==> config.mk <==
export PLATFORM = sky130hd
export DESIGN_NAME = window_gen
export DESIGN_NICKNAME = d
export VERILOG_FILES = /design/src/rtl/window_gen_pkg.sv /design/src/rtl/line_buffer.sv /design/src/rtl/window_gen.sv
export SDC_FILE = /design/constraint.sdc
export NUM_CORES = 1
export LEC_CHECK = 0
export BUFFER_PORTS_ARGS = -buffer_cell sky130_fd_sc_hd__buf_4
export CAP_MARGIN = 25
export CELL_PAD_IN_SITES_DETAIL_PLACEMENT = 0
export CELL_PAD_IN_SITES_GLOBAL_PLACEMENT = 2
export CORE_MARGIN = 1.5
export CORE_UTILIZATION = 52
export CTS_BUF_LIST = sky130_fd_sc_hd__clkbuf_2
export CTS_CLUSTER_SIZE = 20
export DETAILED_ROUTE_END_ITERATION = 6
export PLACE_DENSITY = 0.95
export SLEW_MARGIN = 20
export SYNTH_ARGS = -nofsm -noshare
export SYNTH_HDL_FRONTEND = slang
export SYNTH_SLANG_ARGS = --single-unit
==> constraint.sdc <==
create_clock -name clk -period 31.1 [get_ports clk]
set_input_delay 7.775 -clock clk [delete_from_list [all_inputs] [get_ports clk]]
set_output_delay 7.775 -clock clk [all_outputs]
set_load 0.1 [all_outputs]
==> src/rtl/window_gen_pkg.sv <==
// rtl/window_gen_pkg.sv - shared constants and helpers for the 3x3 window generator
package window_gen_pkg;

  localparam int DEF_DATA_LEN = 16;

  localparam int WIN_DIM = 3;
  localparam int WIN_N   = WIN_DIM * WIN_DIM;

  // Flat element index inside the packed window: row-major, top-left oldest.
  function automatic int win_idx(input int r, input int c);
    return WIN_DIM * r + c;
  endfunction

endpackage

==> src/rtl/line_buffer.sv <==
// rtl/line_buffer.sv - DEPTH-deep enabled shift register delaying a pixel stream by one image row
module line_buffer
  import window_gen_pkg::*;
#(
  parameter int DEPTH = 28,
  parameter int WIDTH = 16
) (
  input  logic             clk,
  input  logic             rst,
  input  logic             en,
  input  logic [WIDTH-1:0] d,
  output logic [WIDTH-1:0] q
);

  logic [WIDTH-1:0] mem [DEPTH];

  always_ff @(posedge clk) begin
    if (rst) begin
      for (int i = 0; i < DEPTH; i++) mem[i] <= '0;
    end else if (en) begin
      mem[0] <= d;
      for (int i = 1; i < DEPTH; i++) mem[i] <= mem[i-1];
    end
  end

  assign q = mem[DEPTH-1];

endmodule

==> src/rtl/window_gen.sv <==
// rtl/window_gen.sv - streaming 3x3 window generator for the convolution datapath
// Raster-order pixels in, every fully-populated 3x3 neighbourhood out, no padding.
module window_gen
  import window_gen_pkg::*;
#(
  parameter int IMG_W    = 28,
  parameter int IMG_H    = 28,
  parameter int DATA_LEN = DEF_DATA_LEN
) (
  input  logic                      clk,
  input  logic                      rst,
  input  logic                      in_valid,
  input  logic [DATA_LEN-1:0]       in_data,
  output logic [WIN_N*DATA_LEN-1:0] win,
  output logic                      win_valid,
  output logic                      frame_done
);

  localparam int COL_W = $clog2(IMG_W);
  localparam int ROW_W = $clog2(IMG_H);

  localparam logic [COL_W-1:0] COL_LAST = COL_W'(IMG_W - 1);
  localparam logic [ROW_W-1:0] ROW_LAST = ROW_W'(IMG_H - 1);

  logic [COL_W-1:0]    col;
  logic [ROW_W-1:0]    row;
  logic                col_last;
  logic                row_last;
  logic                full_window;
  logic [DATA_LEN-1:0] lb1_q;
  logic [DATA_LEN-1:0] lb2_q;
  logic [DATA_LEN-1:0] win_r [WIN_DIM][WIN_DIM];

  assign col_last    = (col == COL_LAST);
  assign row_last    = (row == ROW_LAST);
  // Only neighbourhoods lying entirely inside the image count; the window
  // still shifts on every pixel, so row-straddling contents are simply not flagged.
  assign full_window = (row >= ROW_W'(2)) && (col >= COL_W'(2));

  always_ff @(posedge clk) begin
    if (rst) begin
      col <= '0;
      row <= '0;
    end else if (in_valid) begin
      if (col_last) begin
        col <= '0;
        row <= row_last ? '0 : row + ROW_W'(1);
      end else begin
        col <= col + COL_W'(1);
      end
    end
  end

  line_buffer #(
    .DEPTH (IMG_W),
    .WIDTH (DATA_LEN)
  ) u_lb1 (
    .clk (clk),
    .rst (rst),
    .en  (in_valid),
    .d   (in_data),
    .q   (lb1_q)
  );

  line_buffer #(
    .DEPTH (IMG_W),
    .WIDTH (DATA_LEN)
  ) u_lb2 (
    .clk (clk),
    .rst (rst),
    .en  (in_valid),
    .d   (lb1_q),
    .q   (lb2_q)
  );

  always_ff @(posedge clk) begin
    if (rst) begin
      for (int r = 0; r < WIN_DIM; r++)
        for (int c = 0; c < WIN_DIM; c++)
          win_r[r][c] <= '0;
    end else if (in_valid) begin
      for (int r = 0; r < WIN_DIM; r++)
        for (int c = 0; c < WIN_DIM - 1; c++)
          win_r[r][c] <= win_r[r][c+1];
      win_r[0][WIN_DIM-1] <= lb2_q;
      win_r[1][WIN_DIM-1] <= lb1_q;
      win_r[2][WIN_DIM-1] <= in_data;
    end
  end

  always_ff @(posedge clk) begin
    if (rst) begin
      win_valid  <= 1'b0;
      frame_done <= 1'b0;
    end else begin
      win_valid  <= in_valid && full_window;
      frame_done <= in_valid && row_last && col_last;
    end
  end

  for (genvar r = 0; r < WIN_DIM; r++) begin : g_row
    for (genvar c = 0; c < WIN_DIM; c++) begin : g_col
      assign win[win_idx(r, c)*DATA_LEN +: DATA_LEN] = win_r[r][c];
    end
  end

endmodule

==> summary.md, run 1 <==
| Metric | Value |
|---|---|
| CP max stage delay | 0.88 ns |
| DRT Pass-1 Iters | 5 |
| Port-buffer cells | 164 |
| Post-synthesis xor/xnor area fraction | 0.0243% |
| Largest net degree at the start of global routing | 352 |
| Area share of the largest cell type after synthesis | 78.6% |
| Slowest-stage cell, CP | buf_4 |
| Int Power | 1.86 mW |
| Die X | 266 µm |
| Compound-cell area share of the yosys netlist | 0.281% |
| Worst rel slew slack | 24.1% |
| Fillers | 5232 |
| Die Y | 266 µm |
| DRC viols | 0 |
| Cell count after synthesis | 2159 |
| Post-DP HPWL | 24500 µm |
| Crit path max fanout | 144 |
| Total power | 2.49 mW |
| Final GP Congestion | 0.724 |
| Buf+Inv Stages, Crit Path | 6 |
| Final worst path period share | 36.7% |
| Arrival @ worst endpoint | 12.31 ns |
| Post-route antenna net violation count | 0 |
| Slew Limit Fails | 0 |
| Status | completed |
| Initial core utilization | 52.6% |
| DR vias/cell | 4.75 |
| Num CTS Buffers | 220 |
| Power Density | 63.1 nW/µm² |
| Kind of critical path | input port to flip-flop |
| CTS clk-pin slew, worst paths | 0.09 ns |
| Min-delay worst type | flip-flop to flip-flop |
| Avg WL per Cell | 14.4 µm |
| Worst-Margin Slew | 1.14 ns |
| Final hold vios | 0 |
| Area grow syn2layout | 9.56% |
| Site Rows | 96 |
| Simple-Gate Fraction of Synth Area | 16.9% |
| CP cell instances | buf_8, or2_4, buf_4, buf_16, buf_4, buf_4, buf_6 |
| Hold buffer count at CTS | 0 |
| Core box area | 68600 µm² |
| Distinct cells, synth | 33 |
| CTS root buf | clkbuf_2 |
| Vias in the first global route | 16.7k |
| CP Launch Point | rst |
| Flop pwr share | 61.3% |
| PostCTS Resize Cnt | 0 |
| Net Switching | 0.632 mW |
| Post-synth top flop | edfxtp_1 |
| Mux contribution to synthesized area | 0% |
| #FFs+latches synth | 956 |
| Mapped Nets | 2182 |
| Io pins | 165 |
| Clock sink total | 956 |
| Switch share | 25.4% |
| Clock power share | 31.1% |
| Setup crit end kind | flip-flop |
| DR vias | 16.4k |
| CTS tree | done |
| Most frequent cells after synthesis | edfxtp_1, and2_1, nor2b_1, buf_4, clkbuf_1 |
| Routed WL | 49800 µm |
| Cell with the most instances after synthesis | edfxtp_1 |
| H-tree level count | 4 |
| Hold slack final | 0.478 ns |
| Worst path most repeated cell | buf_4 |
| Hold Path Origin | u_lb1.mem[0][174] |
| Worst skew pair latency | 1.32 ns |
| Worst EP required | 32.01 ns |
| Ys Warns | 0 |
| Ranking of synthesized cells by area | edfxtp_1, and2_1, nor2b_1 |
| Largest family of logic cells by synthesized area | simple AND/OR/NAND/NOR gates |
| Period minus WS final | 11.40 ns |
| Layout Nets | 2384 |
| Leakage | 15.6 nW |
| Adder-cell area share of the yosys netlist | 0.139% |
| Clock Path Buffers | 3 |
| Post-Syn Area | 36100 µm² |
| Setup TNS | 0 ns |
| Initial antenna violation count | 2 |
| EDFF count, synth | 944 |
| Total Die Area | 70900 µm² |
| Unrepaired setup endpoints after global routing | false |
| Worst Skew | 0.0786 ns |
| Crit path max-delay family | buffers and inverters |
| Final setup fails | 0 |
| Largest area contributor in the netlist | edfxtp_1 |
| First-pass GRT wire length | 83000 µm |
| R2r startpoint | col[1] |
| Async set-reset flop share out of synthesis | 0% |
| Critical Path Source Type | input port |
| Layout cell share with drive strength beyond 1 | 20.4% |
| Max-Cap Viols | 0 |
| Comb power frac | 7.6% |
| Register area share after synthesis | 79.3% |
| Maximum clock frequency | 87.7 MHz |
| GRT overflow | 0 |
| Syn avg cell area | 16.7 µm² |
| GRT Overall Usage | 14.5% |
| Postcts setup bufs | 0 |
| Iteration-0 DRC count of the detailed router | 1250 |
| Maximum vdd ir drop | 0.0339 mV |
power groups by stage:
stage | sequential, mW | clock (mW) | combinational, mW
after CTS | 1.53 | 0.809 | 0.190
after detailed placement | 1.56 | 0 | 0.189
after global placement | 1.56 | 0 | 0.186
after global routing | 1.54 | 0.872 | 0.201
final | 1.53 | 0.775 | 0.189
after floorplan | 1.60 | 0 | 0.135
per-layer routing:
metal  vias up  global-route usage (%)  wire length [µm]
li1       7913                       -                 -
met4         0                    6.97               894
met1      8046                    20.2             22800
met3        71                    4.10              2600
met2       376                    21.2             23500
met5         -                       0                 0
path summary, 6_finish.rpt:
path                       end  slack, ns  depth (start not counted)
min          u_lb1.mem[0][190]       0.48                          1
min reg2reg  u_lb1.mem[0][190]       0.48                          1
max reg2reg             row[4]      29.51                          4
max               win_r[0][92]      19.70                          7
sequential cells by signal, indices dropped and copies added, names as in the netlist:
signal and cells:
u_lb2.mem 400, win_valid 1, col 5, row 5
win_r 127, u_lb1.mem 417, frame_done 1
cell families (layout without fill, tap and decap cells):
kind of cell             count (synthesis)  count (layout)
other                                    0               2
flip-flops                             956             956
AND/OR/NAND/NOR                        975             975
buffers and inverters                  207             567
adder cells (fa/ha/maj)                  4               4
XOR/XNOR                                 1               1
AO/OA/AOI/OAI                           16              16
per-stage QoR:
step	setup slack, ns	area [µm²]	util [%]	instances
after floorplan	10.59	36100	-	2159
after CTS	19.35	39400	57.4	3446
after global routing	19.43	39500	57.6	3452
final	19.70	39500	57.6	3452
after global placement	18.07	37400	54.5	3066
after detailed placement	17.86	37400	54.5	3066
final cells by class:
class,instances,area (µm²),area share [%]
Clock buffer,312,1560,3.95
Inverter,4,15.0,0.0380
Antenna cell,2,5.00,0.0127
Sequential cell,956,28600,72.4
Multi-Input combinational cell,996,6260,15.8
Timing Repair Buffer,183,1490,3.76
Clock inverter,68,425,1.08
Tap cell,931,1160,2.95
worst reg2reg max path, stage by stage, from the launching register on:
cell,delay [ns]
dfxtp_1,0.42
ha_1,0.24
nand3_1,0.18
o311ai_0,0.43
o41ai_1,0.14
cells in the final DEF, fill, tap and decap left out, types with 2 or more instances in the layout:
| cell type | netlist | final |
|---|---|---|
| and2_1 | 624 | 624 |
| nand3b_1 | 2 | 2 |
| buf_12 | 0 | 3 |
| clkinv_2 | 0 | 5 |
| nand4b_1 | 2 | 2 |
| nor2b_1 | 321 | 321 |
| nand4_1 | 2 | 2 |
| buf_6 | 3 | 2 |
| diode_2 | 0 | 2 |
| edfxtp_1 | 944 | 944 |
| a21oi_1 | 7 | 7 |
| nand2b_1 | 3 | 3 |
| clkinv_1 | 0 | 51 |
| nor3_1 | 3 | 3 |
| ha_1 | 4 | 4 |
| nor2_1 | 2 | 2 |
| a211oi_1 | 2 | 2 |
| bufinv_16 | 0 | 5 |
| buf_4 | 97 | 174 |
| dfxtp_1 | 12 | 12 |
| buf_16 | 0 | 3 |
| inv_8 | 0 | 2 |
| nand2_1 | 5 | 5 |
| clkbuf_2 | 30 | 312 |
| nand3_1 | 5 | 5 |
| o21ai_0 | 3 | 3 |
| clkinvlp_4 | 0 | 2 |
| inv_1 | 4 | 4 |
(Power assumes the default switching activity.)
==> run 2, diff against run 1 <==
CORE_UTILIZATION = 43   (was 52)
PLACE_DENSITY = 0.85   (was 0.95)
clock period = 9.67 ns   (was 31.1 ns; I/O delays follow)
==> run 2 against run 1 <==
  * Routed wire length grew 0.13%
  * Total power grew to 3.2 times the previous value
  * Clock skew grew 0.0098 ns
  * First-iteration DRC count shrank 16%
  * Sequential cell count is the same
  * Via count shrank 0.15%
  * Clock-buffer cell count grew 20
  * Critical path depth shrank 6
  * Utilization shrank 10 points
  * Final cell count grew 4.4%
  * Register-to-register slack lost 21 ns
  * Sequential power grew to 3.2 times the previous value
  * Largest power group unchanged
==> summary.md, run 2 (synthesized netlist as in run 1, its figures left out) <==
| Metric | Value |
|---|---|
| Final hold vios | 0 (unchanged) |
| Maximum clock frequency | 217 MHz |
| Layout cell share with drive strength beyond 1 | 21.1% (+0.67 points) |
| Die Y | 293 µm (+9.9%) |
| Arrival @ worst endpoint | 2.19 ns (-10.12 ns) |
| Max reg flops | 417 (unchanged) |
| Avg WL per Cell | 13.8 µm (-4.1%) |
| DR vias/cell | 4.54 (-4.4%) |
| First-pass GRT wire length | 83800 µm (+0.90%) |
| Clock Path Buffers | 3 (unchanged) |
| Slew Limit Fails | 0 (unchanged) |
| Commonest non-fill, non-tap cell in the layout | edfxtp_1 |
| Routed WL | 49900 µm (+0.13%) |
| Largest net degree at the start of global routing | 217 (-38%) |
| H-tree level count | 4 (unchanged) |
| Fillers | 7228 (+38%) |
| CTS tree | done |
| Worst-Margin Slew | 1.15 ns (+0.0120 ns) |
| PostCTS Resize Cnt | 0 (unchanged) |
| Max-Cap Viols | 0 (unchanged) |
| Post-route antenna net violation count | 0 (unchanged) |
| CP cell instances | buf_4 |
| Crit path max fanout | 2 (-99%) |
| Commonest cells after routing, fill and taps aside | edfxtp_1, and2_1, clkbuf_2 |
| Unrepaired setup endpoints after global routing | false |
| Die X | 293 µm (+9.9%) |
| Setup crit end kind | primary output |
| Postcts setup bufs | 0 (unchanged) |
| Period minus WS final | 4.61 ns |
| Final GP Congestion | 0.722 (-0.30%) |
| Final worst path period share | 47.7% |
| GRT overflow | 0 (unchanged) |
| Total power | 7.99 mW (+220%) |
| Area grow syn2layout | 9.87% |
| Largest reg by FF count | u_lb1.mem |
| Crit path max-delay family | flip-flops |
| Initial antenna violation count | 3 (+1) |
| Min-delay worst type | flip-flop to flip-flop |
| DR vias | 16.4k (-0.15%) |
| Post-DP HPWL | 24000 µm (-1.9%) |
| Maximum vdd ir drop | 0.113 mV (+230%) |
| Largest registers | u_lb1.mem (417), u_lb2.mem (400), win_r (127) |
| Buf+Inv Stages, Crit Path | 1 (-5) |
| Final instance count without filler cells | 3605 (+4.4%) |
| DRC viols | 0 (unchanged) |
| CTS root buf | clkbuf_2 |
| DRT Pass-1 Iters | 4 (-1) |
| Worst EP required | 7.25 ns (-24.76 ns) |
| Kind of critical path | flip-flop to primary output |
| Status | completed |
| Worst rel slew slack | 23.3% (-0.80 points) |
| Port-buffer cells | 164 (unchanged) |
| Vias in the first global route | 16.8k (+0.65%) |
| DP Cell Count | 3214 (+4.8%) |
| Clock sink total | 956 (unchanged) |
| Hold buffer count at CTS | 0 (unchanged) |
| Worst Skew | 0.0884 ns (+0.00981 ns) |
| Total Die Area | 85600 µm² (+21%) |
| Layout Nets | 2390 (+0.25%) |
| Leakage | 15.6 nW (about the same) |
| Power Density | 202 nW/µm² (+220%) |
| Critical Path Source Type | flip-flop |
| CP max stage delay | 0.47 ns (-0.41 ns) |
| Final setup fails | 0 (unchanged) |
| Site Rows | 106 (+10%) |
| Num CTS Buffers | 231 (+5.0%) |
| Slowest-stage cell, CP | edfxtp_1 |
| Worst skew pair latency | 1.38 ns (+0.06 ns) |
| CTS clk-pin slew, worst paths | 0.11 ns (+0.02 ns) |
| Core box area | 83300 µm² (+21%) |
| Final core utilization | 47.6% (-10 points) |
| Io pins | 165 (unchanged) |
| GRT Overall Usage | 11.9% (-2.6 points) |
| Iteration-0 DRC count of the detailed router | 1048 (-16%) |
| Initial core utilization | 43.3% (-9.3 points) |
==> run 2: per-stage QoR <==
stage | area [µm²] | setup WS [ns] | TNS (ns) | hold WS, ns
after floorplan | 36100 | -0.370 | -349.49 | 0.460
after global placement | 37600 | 4.09 | 0 | 0.473
after detailed placement | 37600 | 4.00 | 0 | 0.502
after CTS | 39600 | 4.80 | 0 | 0.444
after global routing | 39600 | 4.85 | 0 | 0.492
final | 39600 | 5.06 | 0 | 0.449
==> run 2: area by class of cell <==
type,count,area [µm²],area share (%)
Clock buffer,332,1660,4.19
Sequential cell,956,28600,72.2
Tap cell,1080,1350,3.41
Inverter,4,15.0,0.0379
Clock inverter,54,298,0.752
Timing Repair Buffer,178,1430,3.61
Antenna cell,5,12.5,0.0316
Multi-Input combinational cell,996,6260,15.8
==> run 2: final timing paths <==
check	start	cells after the start	slack, ns	to
worst min register to register	u_lb2.mem[0][169]	1	0.45	u_lb2.mem[0][185]
worst max register to register	col[1]	4	8.05	row[4]
worst min-delay path	u_lb2.mem[0][169]	1	0.45	u_lb2.mem[0][185]
worst max-delay path	win_r[0][89]	1	5.06	win[57]
==> run 2: metal layers <==
metal / wire, µm / GRT usage [%] / vias to the layer above
met5: 0 / 0 / -
met4: 980 / 5.78 / 0
met3: 2620 / 3.74 / 92
met2: 23300 / 17.9 / 345
met1: 23000 / 15.8 / 8017
li1: - / - / 7928
==> run 2: power by group <==
part           leakage, nW  switching, mW  internal [mW]
Sequential            10.5         0.0747           4.84
Combinational         3.57          0.463          0.137
Clock                 1.51           1.52          0.952
==> run 3, diff against run 2 <==
CORE_UTILIZATION = 48   (was 43)
PLACE_DENSITY = 0.89   (was 0.85)
clock period = 4.7 ns   (was 9.67 ns; I/O delays follow)
==> run 3 against run 2 <==
  * Critical path type unchanged
  * Sequential cell count unchanged
  * Final cell count is 2.0% lower
  * Die area shrank 10%
  * Clock skew shrank 0.0092 ns
  * Combinational power rose by 110%
  * First-iteration DRC count is 15% higher
  * Total power increased by 110%
==> summary.md, run 3 (synthesized netlist as in run 1, its figures left out) <==
| Metric | Value |
|---|---|
| Status | completed |
| Worst skew pair latency | 1.35 ns (-0.03 ns) |
| GRT Overall Usage | 13.7% (+1.8 points) |
| DR vias | 16.6k (+1.0%) |
| Initial core utilization | 48.4% (+5.1 points) |
| Num CTS Buffers | 223 (-3.5%) |
| Final worst path period share | 71.1% |
| Kind of critical path | flip-flop to primary output |
| Core box area | 74400 µm² (-11%) |
| Leakage | 15.8 nW (+1.2%) |
| Avg WL per Cell | 14.5 µm (+4.9%) |
| Die X | 277 µm (-5.3%) |
| Final hold vios | 0 (unchanged) |
| Max-Cap Viols | 0 (unchanged) |
| CTS root buf | clkbuf_2 |
| DRC viols | 0 (unchanged) |
| Vias in the first global route | 17.2k (+2.5%) |
| H-tree level count | 4 (unchanged) |
| Critical Path Source Type | flip-flop |
| Site Rows | 100 (-5.7%) |
| CP cell instances | buf_4 |
| Slew Limit Fails | 0 (unchanged) |
| Hold endpoint | col[0] |
| Largest reg by FF count | u_lb1.mem |
| Maximum clock frequency | 299 MHz |
| Io pins | 165 (unchanged) |
| Worst-Margin Slew | 0.950 ns (-0.201 ns) |
| CTS tree | done |
| First-pass GRT wire length | 86000 µm (+2.7%) |
| Iteration-0 DRC count of the detailed router | 1205 (+15%) |
| CP max stage delay | 0.49 ns (+0.02 ns) |
| Setup crit end kind | primary output |
| Worst Skew | 0.0792 ns (-0.00916 ns) |
| Total Die Area | 76800 µm² (-10%) |
| DRT Pass-1 Iters | 4 (unchanged) |
| Worst rel slew slack | 36.7% (+13 points) |
| Placed Area | 37700 µm² (+0.24%) |
| Die Y | 277 µm (-5.3%) |
| Commonest cells after routing, fill and taps aside | edfxtp_1, and2_1, nor2b_1 |
| Largest registers | u_lb1.mem (417), u_lb2.mem (400), win_r (127) |
| Arrival @ worst endpoint | 2.17 ns (-0.02 ns) |
| Worst hold stages | 3 (+2) |
| Buf+Inv Stages, Crit Path | 1 (unchanged) |
| Port-buffer cells | 164 (unchanged) |
| Crit path max fanout | 2 (unchanged) |
| Layout cell share with drive strength beyond 1 | 20.8% (-0.25 points) |
| CTS clk-pin slew, worst paths | 0.11 ns (about the same) |
| Worst setup margin | 1.36 ns (-3.70 ns) |
| Layout Nets | 2417 (+1.1%) |
| Final setup fails | 0 (unchanged) |
| Slowest-stage cell, CP | edfxtp_1 |
| Post-route antenna net violation count | 0 (unchanged) |
| Worst EP required | 3.52 ns (-3.73 ns) |
| Hold Path Origin | in_valid |
| Min-delay worst type | input port to flip-flop |
| Clock Path Buffers | 3 (unchanged) |
| Largest net degree at the start of global routing | 234 (+7.8%) |
| Post-DP HPWL | 25900 µm (+7.9%) |
| Clock sink total | 956 (unchanged) |
| Period minus WS final | 3.34 ns |
| Design Area, Final | 39900 µm² (+0.78%) |
| Max reg flops | 417 (unchanged) |
| Area grow syn2layout | 10.7% |
| Unrepaired setup endpoints after global routing | false |
| Flop2flop setup slack | 3.20 ns (-4.85 ns) |
| Hold slack final | 0.208 ns (-0.241 ns) |
| R2r startpoint | col[1] |
| Reg2Reg Depth | 4 (unchanged) |
| Maximum vdd ir drop | 0.255 mV (+130%) |
| R2R Path End | row[4] |
| Power Density | 415 nW/µm² (+110%) |
| Final GP Congestion | 0.704 (-2.5%) |
| PostCTS Resize Cnt | 0 (unchanged) |
| Setup WS pre-CTS | 1.50 ns (-2.50 ns) |
| Crit path max-delay family | flip-flops |
| GRT overflow | 0 (unchanged) |
| DR vias/cell | 4.69 (+3.1%) |
| Initial antenna violation count | 2 (-1) |
| Routed WL | 51200 µm (+2.8%) |
| Commonest non-fill, non-tap cell in the layout | edfxtp_1 |
## run 3: repair_timing
item,in CTS,in global routing
buffers inserted,0,0
hold buffers,16,0
hold endpoints to repair,16,0
## run 3: power by group
group | switching [mW] | internal [mW] | total [mW]
logic | 0.968 | 0.309 | 1.28
clock network | 3.15 | 2.05 | 5.20
registers | 0.154 | 9.95 | 10.1
## run 3: stage by stage
step / power, mW / util [%] / setup TNS (ns) / std cells
global placement: 11.6 / 50.7 / 0 / 3122
global route: 17.4 / 53.6 / 0 / 3532
CTS: 16.9 / 53.6 / 0 / 3529
finish: 16.6 / 53.6 / 0 / 3532
floorplan: 11.4 / - / -3868.25 / 2159
detailed placement: 11.6 / 50.7 / 0 / 3122
## run 3: how the worst max path moves through the flow
| stage | end | slack [ns] | start | cells past startpoint |
|---|---|---|---|---|
| floorplan | u_lb1.mem[0][100] | -4.10 | rst | 4 |
| global placement | u_lb2.mem[0][254] | 1.54 | rst | 4 |
| detailed placement | u_lb2.mem[0][429] | 1.50 | rst | 4 |
| CTS | win[90] | 1.09 | win_r[0][58] | 1 |
| global route | win[90] | 1.11 | win_r[0][58] | 1 |
| finish | win[90] | 1.36 | win_r[0][58] | 1 |
## run 3: layer usage
layer / vias to the layer above / GRT usage [%] / wire length [µm]
met1: 8144 / 18.3 / 23500
met4: 0 / 6.00 / 934
met3: 90 / 4.04 / 2430
li1: 8000 / - / -
met2: 320 / 21.1 / 24400
met5: - / 0 / 0
## run 3: layout make-up
cell class	instances	area (µm²)
Multi-Input combinational cell	996	6260
Clock inverter	74	434
Clock buffer	317	1590
Fill cell	5948	34500
Antenna cell	3	7.51
Timing Repair Buffer	213	1820
Tap cell	969	1210
Sequential cell	956	28600
Inverter	4	15.0
